==> src/rtl/multiplier_unit.sv <==
// multiplier_unit: pipelined RV-style multiplier (MUL/MULH/MULHSU/MULHU).
// Stage 1 captures the extended operands, stage 2 forms the product and
// selects the result half, and the remaining stages carry the result to the
// output register (stage STAGES).
// Optional feature: define MULTIPLIER_STAGE_TAP_EN to drive stage_rd_addr and
// stage_rd_en from the live stage contents for hazard detection; otherwise
// both are tied to 0.
// Handshake: an operation is accepted on a rising edge with in_valid=1,
// stall=0 and flush=0. There is no backpressure other than stall, and
// out_valid is a one-cycle-per-result qualifier for ans/out_rd_*.
module multiplier_unit #(
  parameter int XLEN   = 32,
  parameter int STAGES = 3
) (
  input  logic                  clk,
  input  logic                  rst_n,
  input  logic                  stall,
  input  logic                  flush,
  input  logic                  in_valid,
  input  logic [XLEN-1:0]       rs1_value,
  input  logic [XLEN-1:0]       rs2_value,
  input  logic [1:0]            funct,
  input  logic [4:0]            rd_addr,
  input  logic                  rd_en,
  output logic                  out_valid,
  output logic [4:0]            out_rd_addr,
  output logic                  out_rd_en,
  output logic [XLEN-1:0]       ans,
  output logic                  busy,
  output logic [5*STAGES-1:0]   stage_rd_addr,
  output logic [STAGES-1:0]     stage_rd_en
);

  localparam int LAST = STAGES - 1;

  // Per-stage control; index 0 is stage 1, index LAST is the output register.
  // en_q holds valid & rd_en so it can feed stage_rd_en directly.
  logic [STAGES-1:0] vld_q, vld_d;
  logic [STAGES-1:0] en_q, en_d;
  logic [4:0]        rd_q  [STAGES-1:0];
  logic [4:0]        rd_d  [STAGES-1:0];

  // Stage 1 operands (already extended to XLEN+1 bits) and operation.
  logic [XLEN:0]     a1_q, a1_d;
  logic [XLEN:0]     b1_q, b1_d;
  logic [1:0]        f1_q, f1_d;

  // Results for stages 2..STAGES.
  logic [XLEN-1:0]   res_q [LAST:1];
  logic [XLEN-1:0]   res_d [LAST:1];

  logic              accept;
  logic              rs1_signed;
  logic              rs2_signed;
  logic [XLEN:0]     a_ext;
  logic [XLEN:0]     b_ext;
  logic [2*XLEN-1:0] prod;
  logic [XLEN-1:0]   sel_res;

  assign accept = in_valid & ~stall & ~flush;

  // Operand extension: rs1 signed for MULH/MULHSU, rs2 signed for MULH only.
  assign rs1_signed = (funct == 2'b01) || (funct == 2'b10);
  assign rs2_signed = (funct == 2'b01);
  assign a_ext      = {rs1_signed & rs1_value[XLEN-1], rs1_value};
  assign b_ext      = {rs2_signed & rs2_value[XLEN-1], rs2_value};

  // Only the low 2*XLEN bits of the (2*XLEN+2)-bit signed product are ever
  // selected, so a modular multiply of sign-extended operands is exact there.
  assign prod    = {{(XLEN-1){a1_q[XLEN]}}, a1_q} * {{(XLEN-1){b1_q[XLEN]}}, b1_q};
  assign sel_res = (f1_q == 2'b00) ? prod[XLEN-1:0] : prod[2*XLEN-1:XLEN];

  // Next-state: flush clears everything, stall holds, otherwise shift by one.
  always_comb begin
    vld_d = vld_q;
    en_d  = en_q;
    rd_d  = rd_q;
    a1_d  = a1_q;
    b1_d  = b1_q;
    f1_d  = f1_q;
    res_d = res_q;
    if (flush) begin
      vld_d = '0;
      en_d  = '0;
      a1_d  = '0;
      b1_d  = '0;
      f1_d  = '0;
      for (int k = 0; k < STAGES; k++) rd_d[k] = '0;
      for (int k = 1; k < STAGES; k++) res_d[k] = '0;
    end else if (!stall) begin
      // Stage 1: capture a new operation or insert a zeroed bubble.
      vld_d[0] = accept;
      en_d[0]  = accept & rd_en;
      rd_d[0]  = accept ? rd_addr : 5'd0;
      a1_d     = accept ? a_ext : '0;
      b1_d     = accept ? b_ext : '0;
      f1_d     = accept ? funct : 2'b00;
      // Stage 2: product half selected from stage 1.
      vld_d[1] = vld_q[0];
      en_d[1]  = en_q[0];
      rd_d[1]  = vld_q[0] ? rd_q[0] : 5'd0;
      res_d[1] = vld_q[0] ? sel_res : '0;
      // Stages 3..STAGES: carry the result forward, zeroing bubbles.
      for (int k = 2; k < STAGES; k++) begin
        vld_d[k] = vld_q[k-1];
        en_d[k]  = en_q[k-1];
        rd_d[k]  = vld_q[k-1] ? rd_q[k-1] : 5'd0;
        res_d[k] = vld_q[k-1] ? res_q[k-1] : '0;
      end
    end
  end

  // Pipeline registers with asynchronous clear.
  always_ff @(posedge clk or negedge rst_n) begin
    if (!rst_n) begin
      vld_q <= '0;
      en_q  <= '0;
      a1_q  <= '0;
      b1_q  <= '0;
      f1_q  <= '0;
      for (int k = 0; k < STAGES; k++) rd_q[k] <= '0;
      for (int k = 1; k < STAGES; k++) res_q[k] <= '0;
    end else begin
      vld_q <= vld_d;
      en_q  <= en_d;
      a1_q  <= a1_d;
      b1_q  <= b1_d;
      f1_q  <= f1_d;
      rd_q  <= rd_d;
      res_q <= res_d;
    end
  end

  assign out_valid   = vld_q[LAST];
  assign out_rd_en   = en_q[LAST];
  assign out_rd_addr = rd_q[LAST];
  assign ans         = res_q[LAST];
  assign busy        = |vld_q;

`ifdef MULTIPLIER_STAGE_TAP_EN
  // Pack per-stage destinations for the hazard unit; stage 1 in bits [4:0].
  always_comb begin
    stage_rd_addr = '0;
    for (int k = 0; k < STAGES; k++) stage_rd_addr[5*k +: 5] = rd_q[k];
  end
  assign stage_rd_en = en_q;
`else
  assign stage_rd_addr = '0;
  assign stage_rd_en   = '0;
`endif

endmodule

==> config.mk <==
export PLATFORM = sky130hd
export DESIGN_NAME = multiplier_unit
export DESIGN_NICKNAME = d
export VERILOG_FILES = /design/src/rtl/multiplier_unit.sv
export SDC_FILE = /design/constraint.sdc
export NUM_CORES = 2
export LEC_CHECK = 0
export ABC_AREA = 1
export BUFFER_PORTS_ARGS = -buffer_cell sky130_fd_sc_hd__buf_2
export CORE_ASPECT_RATIO = 0.8
export CORE_MARGIN = 4
export CORE_UTILIZATION = 36
export DETAILED_ROUTE_END_ITERATION = 12
export PLACE_DENSITY = 0.61
export SLEW_MARGIN = 5
export SYNTH_ARGS = -nofsm -noshare
export SYNTH_HDL_FRONTEND = slang
export SYNTH_SLANG_ARGS = --single-unit
==> constraint.sdc <==
create_clock -name clk -period 8.66 [get_ports clk]
set_input_delay 1.299 -clock clk [delete_from_list [all_inputs] [get_ports clk]]
set_output_delay 1.299 -clock clk [all_outputs]
set_load 0.05 [all_outputs]
# After elaboration in Yosys (flattened, before gate mapping)
# Index checks and enable logic that the tools add are counted.
word_totals:
  ff_bits: 153
  inputBits: 77
  output_inout_bits: 58
op_classes:
  mul: 1
  eq_ne: 3
  mux: 23
  bitwise: 7
  n_reduce_logical: 3
op_table:
  columns: ["cell", "count"]
  rows:
  - ["$mux W33", 6]
  - ["$mux W64", 2]
  - ["$mux W32", 3]
  - ["$mul A33 B33 Y64", 1]
  - ["$mux W15", 2]
  - ["$mux W5", 3]
  - ["$mux W3", 4]
  - ["$mux W2", 3]
  - ["$and A1 B1 Y1", 5]
  - ["$reduce_or A3 Y1", 1]
  - ["$eq A2 B1 Y1 const B", 1]
  - ["$eq A2 B2 Y1 const B", 1]
  - ["$logic_not A2 Y1", 1]
  - ["$ne A2 B1 Y1 const B", 1]
  - ["$not A1 Y1", 2]
  - ["$logic_or A1 B1 Y1", 1]

# Logic depth before layout (Yosys ltp)
logic_depth:
  depth_word: 6
  depth_mapped: 36
  mapped_depth_nobuf: 34

# Worst setup path after synthesis
# No wires, ideal clock.
synth_timing:
  path_type: "register to register"
  start: "reg a1_q[32]"
  end: "reg res_q[31] in the netlist's numbering"
  setup_ns: 0.116
  arrival_time_ns: 7.129
  slack_ns: 1.415
  path_stages_with_launch: 32
  synth_period_minus_slack_ns: 7.245
  cell_sequence: "dfrtp_1 > clkbuf_1 > clkbuf_1 > nand2_1 > inv_1 > fa_1 > inv_1 > fa_1 > inv_1 > fa_1 > inv_1 > fa_1 > inv_1 > fa_1 > inv_1 > fa_1 > fa_1 > fa_1 > inv_1 > ha_1 > nand2_1 > nor3_1 > nand2_1 > nor2_1 > and2_1 > nand2_1 > nand2_1 > inv_1 > nand2_1 > nand3_1 > nand2_1 > nand2_1"
synth_via:
  elab_chain_len: 5
synth_rtl:
  columns: ["element", "line_no", "rtl"]
  rows:
  - ["start, declared", "44", "logic [XLEN:0] a1_q, a1_d;"]
  - ["start signal, assigned", "118", "a1_q <= '0;"]
  - ["start signal, assigned", "126", "a1_q <= a1_d;"]
  - ["$mul A33 B33 Y64", "70", "assign prod = {{(XLEN-1){a1_q[XLEN]}}, a1_q} * {{(XLEN-1){b1_q[XLEN]}}, b1_q};"]
  - ["$mux W32", "71", "assign sel_res = (f1_q == 2'b00) ? prod[XLEN-1:0] : prod[2*XLEN-1:XLEN];"]
  - ["$mux W32", "102", "res_d[1] = vld_q[0] ? sel_res : '0;"]
  - ["$mux W64", "90", "end else if (!stall) begin"]
  - ["$mux W64", "82", "if (flush) begin"]
  - ["end signal, assigned", "130", "res_q <= res_d;"]
  - ["end, declared", "49", "logic [XLEN-1:0] res_q [LAST:1];"]
# Every way passes these cells. The select of a mux whose other input is x is not followed.
# A chain may end at the register's enable or synchronous reset.

# Worst setup path after layout
layout_timing:
  start: "reg b1_q[7]"
  end: "reg res_q[28] in the netlist's numbering"
layout_via:
  elab_chain_len: 5
layout_rtl:
  columns: ["element", "line_no", "rtl"]
  rows:
  - ["start, declared", "45", "logic [XLEN:0] b1_q, b1_d;"]
  - ["start signal, assigned", "119", "b1_q <= '0;"]
  - ["start signal, assigned", "127", "b1_q <= b1_d;"]
  - ["$mul A33 B33 Y64", "70", null]
  - ["$mux W32", "71", null]
  - ["$mux W32", "102", null]
  - ["$mux W64", "90", null]
  - ["$mux W64", "82", null]
# Every way passes these cells. The select of a mux whose other input is x is not followed.

==> metrics.md <==
| Metric | Value |
|---|---|
| Layout Skew | `0.0209 ns` |
| Final Core Density | `38.7%` |
| Nets | `7,282` |
| DIE AREA | `0.138 mm^2` |
| Slew Viols, Final | `0` |
| DR WL/cell | `18.3 um` |
| P_leak | `30.4 nW` |
| Slew @ Worst Pin | `1.14 ns` |
| Postcts setup bufs | `0` |
| Crit path DAT | `8.67 ns` |
| Total power | `2.60 mW` |
| Layout area overhead | `5.92%` |
| H-tree Lvls | `4` |
| Share of power burned in registers | `31.1%` |
| Number of distinct library cells after synthesis | `44` |
| Clock power share | `32.8%` |
| Worst-path clk slew | `0.07 ns` |
| Slowest CP cell | `dfrtp_1` |
| Switching power share of the total | `43.0%` |
| Clock buffer depth | `2` |
| Starting Density | `36.5%` |
| Placed Instances | `7,588` |
| CTS hold repair buffers | `0` |
| Skew-Pair Late Insertion Delay | `0.52 ns` |
| Port Buffer Count | `116` |
| Synthesized cell area | `0.0475 mm^2` |
| Crit start category | `flip-flop` |
| Worst-path fanout max | `12` |
| Layout cells sized above 1 | `6.00%` |
| Die extent in x | `414 um` |
| Tcrit/Tclk final | `95.5%` |
| Grt total ovfl | `0` |
| Vias per cell | `4.79` |
| Largest net degree at the start of global routing | `75` |
| Via count | `36.5k` |
| Chip height | `333 um` |
| Fin cells | `7,624` |
| Relative slew slack | `24.0%` |
| IO Count | `135` |
| FP Rows | `118` |
| Final Hold Vio Count | `0` |
| Num CTS Buffers | `17` |
| # DRC | `0` |
| Max-cap violation count | `0` |
| Antenna violations before repair | `4` |
| Ys Warns | `0` |
| Status | `finished, final reports clean` |
| HP Class | `reg2reg` |
| GR Util All Layers | `21.0%` |
| Minimum clock period | `8.27 ns` |
| Most frequent cells in the layout | `inv_1, nand2_1, fa_1` |
| Cell count after synthesis | `5,976` |
| Total internal power | `1.48 mW` |
| Seq/Total Area, Yosys | `8.06%` |
| Global-route wire length before repair | `228 mm` |
| Largest stage delay, worst path | `0.75 ns` |
| Mux cell area share after synthesis | `0%` |
| Commonest non-fill, non-tap cell in the layout | `inv_1` |
| Req. time, crit path | `9.06 ns` |
| Final RePlAce weighted congestion | `0.942` |
| Setup CP Type | `reg2reg` |
| Synthesized area per cell | `7.95 um^2` |
| FF+latch count, synth | `153` |
| TNS Setup | `0 ns` |
| CTS resizes | `0` |
| Sink Count | `153` |
| Final WL | `140 mm` |
| Largest family of logic cells by synthesized area | `adder cells` |
| Psw | `1.12 mW` |
| Combinational share of power | `36.0%` |
| Largest vdd supply drop | `0.193 mV` |
| Post-synthesis share of cell area spent on xor and xnor gates | `0.221%` |
| CP bufs+invs | `8` |
| Vias in the first global route | `39.3k` |
| Dpl hpwl | `119 mm` |
| PwrDens | `51.6 mW/mm^2` |
| Initial DRC count | `3,080` |
| Post-Synth Adder-Cell Area | `53.0%` |
| Final setup viols | `0` |
| Routed Antenna Nets | `0` |
| FMAX | `121 MHz` |
| Core area | `0.130 mm^2` |
| Synth Area in Compound Gates | `4.26%` |
| RSZ-0062 raised after global routing | `false` |
| Fraction of the mapped netlist area in simple logic gates | `16.2%` |
| CTS tree | `yes` |
| Root buffer cell | `clkbuf_16` |
| CP delay by family, top | `adder cells` |
| Setup ws final | `0.386 ns` |
| CP Capture Type | `flip-flop` |
| Detailed Routing Iterations Pass 1 | `5` |
| Setup slack at placement | `0.487 ns` |
| Layout fillers | `13.4k` |
[stage by stage]
step	hold WS, ns	area (um^2)
final	0.485	50300
after global routing	0.506	50300
after CTS	0.489	50300
after detailed placement	0.468	49700
after global placement	0.465	49700
after floorplan	0.449	47600
[cells by family after synthesis]
logic type	count (synthesis)
other	1
AO/OA/AOI/OAI	297
XOR/XNOR	12
buffers and inverters	2256
AND/OR/NAND/NOR	1919
adder cells (fa/ha/maj)	1338
flip-flops	153
[power by group through the flow]
stage | Clock [mW] | Combinational, mW | Sequential [mW]
floorplan | 0 | 0.625 | 0.748
global placement | 0 | 0.919 | 0.819
detailed placement | 0 | 0.927 | 0.820
CTS | 0.871 | 0.935 | 0.806
global route | 0.895 | 1.04 | 0.811
finish | 0.853 | 0.936 | 0.808
[path summary, 6_finish.rpt]
check                                    start              to  slack (ns)  depth (start not counted)
worst max register to register         b1_q[7]       res_q[28]        0.39                         29
worst min register to register  out_rd_addr[3]  out_rd_addr[3]        0.48                          2
max in group asynchronous                rst_n         a1_q[5]        6.63                          2
worst min-delay path            out_rd_addr[3]  out_rd_addr[3]        0.48                          2
min in group asynchronous                rst_n         rd_q[4]        0.63                          1
worst max-delay path                   b1_q[7]       res_q[28]        0.39                         29
[synthesized netlist by cell type (all sizes together)]
library cell  count  share of area [%]
xor2              4              0.074
o31ai             2              0.032
a21o              1              0.016
o21a              1              0.016
a21boi            2              0.032
o21bai           15               0.24
nand3           130                1.5
nor3              6               0.11
buf              69                1.0
nand2          1587                 13
nand3b            3              0.055
clkinv            1             0.0079
and2              1              0.013
a21oi            93                1.1
xnor2             8               0.15
nor2            172                1.6
nand4            19               0.25
a32o             81                1.7
o22ai            10               0.14
ha              213                5.6
fa             1125                 47
conb              1             0.0079
o21ai            92               0.99
nor4              1              0.026
dfrtp           153                8.1
clkbuf          295                2.3
inv            1891                 15
[layer usage]
layer / vias up / track usage [%] / part of all wire [%]
li1: 16378 / - / -
met5: - / 0 / 0.0072
met4: 2 / 4.87 / 2.2
met3: 148 / 3.01 / 7.4
met2: 1266 / 33.2 / 45
met1: 18742 / 30.6 / 45
[state kept, by name, indices dropped and copies added (netlist names)]
name         flops
res_q           32
f1_q             2
ans             32
out_rd_addr      5
a1_q            33
vld_q            3
en_q             3
b1_q            33
rd_q            10
[area by class of cell]
cell class                 count  area (um^2)  area share, %
antenna                        4         10.0         0.0199
multi-input combinational   3584        35100           69.7
clock buffer                  19          443          0.880
sequential                   153         3840           7.63
clock inverter                13          186          0.370
tap                         1740         2180           4.33
timing repair buffer         219         1490           2.96
inverter                    1892         7100           14.1
[tightest hold or removal path, cell delays in order, from the launching register on]
cell     delay, ns
dfrtp_1       0.34
nand2_1       0.05
o21ai_0       0.06
Note: power is estimated with default switching activity, not from simulation.
